$ cat src/rtl/smi_byte_serializer_pkg.sv
`default_nettype none
// ============================================================================
// Module   : smi_byte_serializer_pkg
// Brief    : Shared constants, types and helpers for the SMI byte serializer.
// Revision : 1.0
// ============================================================================
package smi_byte_serializer_pkg;

    localparam int         c_DATA_WIDTH_DEF = 32;
    localparam logic [7:0] c_FILL_BYTE_DEF  = 8'h00;
    localparam int         c_BYTES_PER_WORD = c_DATA_WIDTH_DEF / 8;
    localparam int         c_BYTE_IDX_W     = (c_BYTES_PER_WORD > 1) ? $clog2(c_BYTES_PER_WORD) : 1;

    typedef logic [7:0] smi_byte_t;

    // A one-byte word still needs a 1-bit index so the datapath stays uniform.
    function automatic int byte_idx_width(input int data_width);
        int bpw;
        bpw = data_width / 8;
        return (bpw > 1) ? $clog2(bpw) : 1;
    endfunction

endpackage
`default_nettype wire

$ cat src/rtl/smi_byte_serializer_strobe_sync_edge.sv
`default_nettype none
// ============================================================================
// Module   : strobe_sync_edge
// Brief    : N-flop synchroniser for an idle-high async strobe + rise detect.
// Revision : 1.0
// ============================================================================
module strobe_sync_edge #(
    parameter int STAGES = 2
) (
    input  logic clk_i,
    input  logic rst_i,
    input  logic strobe_i,
    output logic rise_o
);

    logic [STAGES-1:0] r_sync;

    // Newest sample enters at bit 0; reset to idle so no false edge appears.
    always_ff @(posedge clk_i) begin
        if (rst_i) begin
            r_sync <= '1;
        end else begin
            r_sync <= {r_sync[STAGES-2:0], strobe_i};
        end
    end

    assign rise_o = r_sync[STAGES-2] & ~r_sync[STAGES-1];

endmodule
`default_nettype wire

$ cat src/rtl/smi_byte_serializer.sv
`default_nettype none
// ============================================================================
// Module   : smi_byte_serializer
// Brief    : Streams FIFO words to the SMI host one byte per nRE strobe.
// Revision : 1.0
// ============================================================================
module smi_byte_serializer
    import smi_byte_serializer_pkg::*;
#(
    parameter int         DATA_WIDTH  = c_DATA_WIDTH_DEF,
    parameter int         SYNC_STAGES = 2,
    parameter logic [7:0] FILL_BYTE   = c_FILL_BYTE_DEF,
    parameter int         CNT_WIDTH   = 16
) (
    input  logic                  clk_i,
    input  logic                  rst_i,
    input  logic                  enable_i,
    input  logic                  clr_i,
    output logic                  fifo_rd_en_o,
    input  logic [DATA_WIDTH-1:0] fifo_data_i,
    input  logic                  fifo_empty_i,
    input  logic                  smi_nre_i,
    output logic [7:0]            smi_data_o,
    output logic                  word_valid_o,
    output logic                  underrun_o,
    output logic [CNT_WIDTH-1:0]  underrun_cnt_o
);

    localparam int                 c_BPW      = DATA_WIDTH / 8;
    localparam int                 c_IDX_W    = byte_idx_width(DATA_WIDTH);
    localparam logic [c_IDX_W-1:0] c_LAST_IDX = c_IDX_W'(c_BPW - 1);

    logic                  w_consume;
    logic                  w_fetch;
    logic                  w_underrun_evt;

    logic [DATA_WIDTH-1:0] r_cur, r_nxt;
    logic                  r_cur_valid, r_nxt_valid;
    logic                  r_fetch_pending;
    logic [c_IDX_W-1:0]    r_byte_idx;
    smi_byte_t             r_smi_data;
    logic                  r_underrun;
    logic [CNT_WIDTH-1:0]  r_underrun_cnt;

    logic [DATA_WIDTH-1:0] w_cur_n, w_nxt_n;
    logic                  w_cur_valid_n, w_nxt_valid_n;
    logic [c_IDX_W-1:0]    w_idx_n;
    logic [DATA_WIDTH-1:0] w_cur_shifted;
    smi_byte_t             w_cur_byte;

    strobe_sync_edge #(
        .STAGES   (SYNC_STAGES)
    ) u_nre_sync (
        .clk_i    (clk_i),
        .rst_i    (rst_i),
        .strobe_i (smi_nre_i),
        .rise_o   (w_consume)
    );

    // Never two reads in a row, so the FIFO empty flag is always current.
    assign w_fetch = !rst_i && enable_i && !fifo_empty_i && !r_fetch_pending
                     && !(r_cur_valid && r_nxt_valid);

    // Consume/promote resolves first; the landing FIFO word then fills the
    // first free slot, so a promote and a capture in one cycle lose nothing.
    always_comb begin
        w_cur_n        = r_cur;
        w_nxt_n        = r_nxt;
        w_cur_valid_n  = r_cur_valid;
        w_nxt_valid_n  = r_nxt_valid;
        w_idx_n        = r_byte_idx;
        w_underrun_evt = 1'b0;

        if (w_consume) begin
            if (r_cur_valid) begin
                if (r_byte_idx == c_LAST_IDX) begin
                    w_idx_n       = '0;
                    w_cur_n       = r_nxt;
                    w_cur_valid_n = r_nxt_valid;
                    w_nxt_valid_n = 1'b0;
                end else begin
                    w_idx_n = r_byte_idx + c_IDX_W'(1);
                end
            end else begin
                w_underrun_evt = 1'b1;
            end
        end

        if (r_fetch_pending) begin
            if (!w_cur_valid_n) begin
                w_cur_n       = fifo_data_i;
                w_cur_valid_n = 1'b1;
            end else begin
                w_nxt_n       = fifo_data_i;
                w_nxt_valid_n = 1'b1;
            end
        end
    end

    // MSB-first: shift the selected byte up to the top of the word.
    assign w_cur_shifted = r_cur << {r_byte_idx, 3'b000};
    assign w_cur_byte    = w_cur_shifted[DATA_WIDTH-1 -: 8];

    always_ff @(posedge clk_i) begin
        if (rst_i) begin
            r_cur_valid     <= 1'b0;
            r_nxt_valid     <= 1'b0;
            r_fetch_pending <= 1'b0;
            r_byte_idx      <= '0;
            r_smi_data      <= FILL_BYTE;
        end else begin
            r_cur_valid     <= w_cur_valid_n;
            r_nxt_valid     <= w_nxt_valid_n;
            r_fetch_pending <= w_fetch;
            r_byte_idx      <= w_idx_n;
            r_smi_data      <= r_cur_valid ? w_cur_byte : FILL_BYTE;
        end
    end

    always_ff @(posedge clk_i) begin
        r_cur <= w_cur_n;
        r_nxt <= w_nxt_n;
    end

    // A clear that coincides with an underrun still records that underrun.
    always_ff @(posedge clk_i) begin
        if (rst_i) begin
            r_underrun     <= 1'b0;
            r_underrun_cnt <= '0;
        end else if (clr_i) begin
            r_underrun     <= w_underrun_evt;
            r_underrun_cnt <= w_underrun_evt ? CNT_WIDTH'(1) : '0;
        end else if (w_underrun_evt) begin
            r_underrun <= 1'b1;
            if (r_underrun_cnt != '1) begin
                r_underrun_cnt <= r_underrun_cnt + CNT_WIDTH'(1);
            end
        end
    end

    assign fifo_rd_en_o   = w_fetch;
    assign smi_data_o     = r_smi_data;
    assign word_valid_o   = r_cur_valid;
    assign underrun_o     = r_underrun;
    assign underrun_cnt_o = r_underrun_cnt;

endmodule
`default_nettype wire
$ cat config.mk
export PLATFORM = sky130hd
export DESIGN_NAME = smi_byte_serializer
export DESIGN_NICKNAME = d
export VERILOG_FILES = /design/src/rtl/smi_byte_serializer_pkg.sv /design/src/rtl/smi_byte_serializer_strobe_sync_edge.sv /design/src/rtl/smi_byte_serializer.sv
export SDC_FILE = /design/constraint.sdc
export NUM_CORES = 1
export LEC_CHECK = 0
export ABC_AREA = 1
export CORE_ASPECT_RATIO = 0.9
export CORE_MARGIN = 2
export CORE_UTILIZATION = 30
export CTS_CLUSTER_SIZE = 16
export DETAILED_ROUTE_END_ITERATION = 8
export DONT_BUFFER_PORTS = 1
export HOLD_SLACK_MARGIN = 0.05
export PLACE_DENSITY = 0.52
export REMOVE_ABC_BUFFERS = 1
export SLEW_MARGIN = 20
export SYNTH_ARGS = -nofsm -noshare
export SYNTH_HDL_FRONTEND = slang
export SYNTH_SLANG_ARGS = --single-unit
$ cat constraint.sdc
create_clock -name clk_i -period 4.29 [get_ports clk_i]
set_input_delay 0.858 -clock clk_i [delete_from_list [all_inputs] [get_ports clk_i]]
set_output_delay 0.858 -clock clk_i [all_outputs]
set_load 0.05 [all_outputs]
==> results.yml <==
yosys:
  yosysSeqAreaShare_pct: 52.92
  synth_ff_type: "dfxtp_1"
  synth_top_area_share_pct: 30.24
  syn-cell-area_sq_um: 4237
  synth_edf_count: 32
  synth-seq-cells: 96
  synth_most_common_cell: "nand2_1"
  synth_warnings: 0
  syn_inst: 516
  ys_types: 30
  synth.top_cells.by_count: "124 x nand2_1, 64 x dfxtp_1, 49 x nor2_1"
  async_flop_share_pct: 0
  avgSynthCellArea_sq_um: 8.210
  yosys-top-cells-area: "dfxtp_1 30%, edfxtp_1 23%, nand2_1 11%"
  yosys.area.top_type: "dfxtp_1"
drt:
  ant_nets: 0
  first_pass_iters: 4
  post-route-drc-count: 0
  via_per_inst: 4.794
  wl_per_cell_um: 14.88
  drt_iter0_drc: 320
  wirelength_mm: 10.41
  num_vias: 3356
floorplanning:
  rows: 41
  io_pins: 65
  initial_core_util_pct: 30.47
  die_height_um: 116.7
  coreArea_sq_um: 13900
  dieArea_sq_um: 15090
  fp.dieW_um: 129.3
clock_tree:
  cts_resized: 0
  hold_buffers: 0
  cts_root_buf: "clkbuf_16"
  path_clk_slew_ns: 0.07
  post-cts-setup-buffer-count: 0
  htreeDepth: 3
  cts_tree: "done"
  cts_buffers: 9
  cts.sinks: 96
  insertion_delay_ns: 0.34
  clk_path_buf_depth: 2
setup_path:
  crit_slowest_cell: "inv_1"
  critPathKind: "primary input to output port"
  cp_cell_sequence: "inv_1 > nand2_1 > a2111oi_2 > buf_4"
  critPathMaxStageDelay_ns: 0.41
  end_kind: "output port"
  arrival_ns: 1.94
  start_kind: "primary input"
  worstPathRequired_ns: 3.43
  cp_max_fo: 16
power:
  power_uw: 2083
  combinationalPowerShare_pct: 8.6
  power.density_nw_per_um2: 443.6
  sw_frac_of_total_pct: 25.58
  power.leakage_uw: 0.001823
  p_clk_share_pct: 39.4
  ir_worst_vdd_v: 0.0002470
  p_sw_uw: 533.0
  intPower_uw: 1550
  power_frac_seq_pct: 51.9
finish:
  multi_input_area_sq_um: 1684
  drive_gt1_share_pct: 7.298
  final_core_util_pct: 33.78
  fill_cells: 1417
  nets: 543
  diodes: 0
  area_delta_synth_final_pct: 10.84
  seqCellArea_sq_um: 2242
timing:
  fin_tns_setup_ns: 0
  rsz0062_at_grt: "no"
  final_period_minus_worst_setup_slack_ns: 2.800
  slew_headroom_pct: 34.19
  holdWs_ns: 0.4432
  fin_ws_ns: 1.490
  setup_viol_count_final: 0
  fin_crit_sh_pct: 65.27
  worstMarginPinSlew_ns: 0.9847
  hold_violations: 0
  timing.fmax_mhz: 357.2
  finalMaxSlewViolations: 0
  fin_skew_ns: 0.01160
grt:
  overflow: 0
  grtUsageTotal_pct: 14.01
  grt_pass1_vias: 3097
  antenna_found_initial: 0
  grt_max_degree: 37
  grt_pass1_wl_mm: 16.19
placed_design:
  io_buffers: 0
  dp_slack_ns: 1.461
  place_congestion: 0.8394
  hpwl_mm: 6.738
min_path:
  hp-class: "flop to flop"
run:
  maxCapViolCount: 0
run_status:
  status: "finished clean"
sequential cells by signal, summed over array words and instances, names as in the netlist:
name / count
r_byte_idx: 2
r_cur: 32
r_fetch_pending: 1
r_nxt: 32
r_nxt_valid: 1
smi_data_o: 8
u_nre_sync.r_sync: 2
underrun_cnt_o: 16
underrun_o: 1
word_valid_o: 1
cell families (layout without fill, tap and decap cells):
logic type	Yosys count	after routing	share of synthesized area, %
buf+inv	79	70	7.649
compound gates	92	92	13.38
flops	96	96	52.92
fa+ha+maj	3	3	0.8861
simple gates	246	246	25.16
power groups by stage:
stage	Combinational [uW]	Clock (uW)	Sequential (uW)
2_1_floorplan	141	0	1090
3_3_place_gp	174	0	1100
3_5_place_dp	179	0	1100
4_1_cts	180	847	1080
5_1_grt	209	878	1090
6_report	180	821	1080
path summary, 6_finish.rpt:
check / slack [ns] / startpoint / endpoint / cells after the start
worst max-delay path: 1.49 / rst_i / fifo_rd_en_o / 4
worst max register to register: 1.55 / r_byte_idx[1] / r_cur[30] / 7
worst min-delay path: 0.44 / u_nre_sync.r_sync[0] / u_nre_sync.r_sync[1] / 2
worst min register to register: 0.44 / u_nre_sync.r_sync[0] / u_nre_sync.r_sync[1] / 2
stage by stage:
| step | instances | cell area [sq um] |
|---|---|---|
| final | 700 | 4696 |
| after global routing | 700 | 4696 |
| after CTS | 700 | 4696 |
| after detailed placement | 684 | 4393 |
| after global placement | 684 | 4393 |
| after floorplan | 485 | 4093 |
cell usage in the layout (no fill, tap or decap), drive strengths merged, types with 3 or more instances in the layout:
| cell type | netlist | final |
|---|---|---|
| a21oi | 29 | 29 |
| a31oi | 18 | 18 |
| buf | 15 | 6 |
| clkbuf | 16 | 10 |
| dfxtp | 64 | 64 |
| edfxtp | 32 | 32 |
| ha | 3 | 3 |
| inv | 48 | 52 |
| nand2 | 128 | 128 |
| nand3 | 43 | 43 |
| nand4 | 19 | 19 |
| nor2 | 52 | 52 |
| o211ai | 24 | 24 |
| o21ai | 17 | 17 |
final cells by class:
| class | count | share of cell area, % |
|---|---|---|
| well taps | 193 | 5.143 |
| repair buffers | 6 | 0.9592 |
| clock buffers | 10 | 4.876 |
| flip-flops and latches | 96 | 47.75 |
| inverters | 48 | 3.837 |
| multi-input cells | 341 | 35.86 |
| clock inverters | 6 | 1.572 |
per-layer routing:
metal | vias up | GRT usage [%] | wire (um) | share of wire (%)
li1 | 1719 | - | - | -
met1 | 1535 | 18.40 | 4578 | 44
met2 | 98 | 21.79 | 4821 | 46
met3 | 4 | 4.123 | 942 | 9.0
met4 | 0 | 5.435 | 72 | 0.69
met5 | - | 0 | 0 | 0
critical path: cells and delay by family:
family | cells | cell delay, ns
buf+inv | 2 | 0.67
simple gates | 1 | 0.16
compound gates | 1 | 0.25
Power figures use the tool's default switching activity.
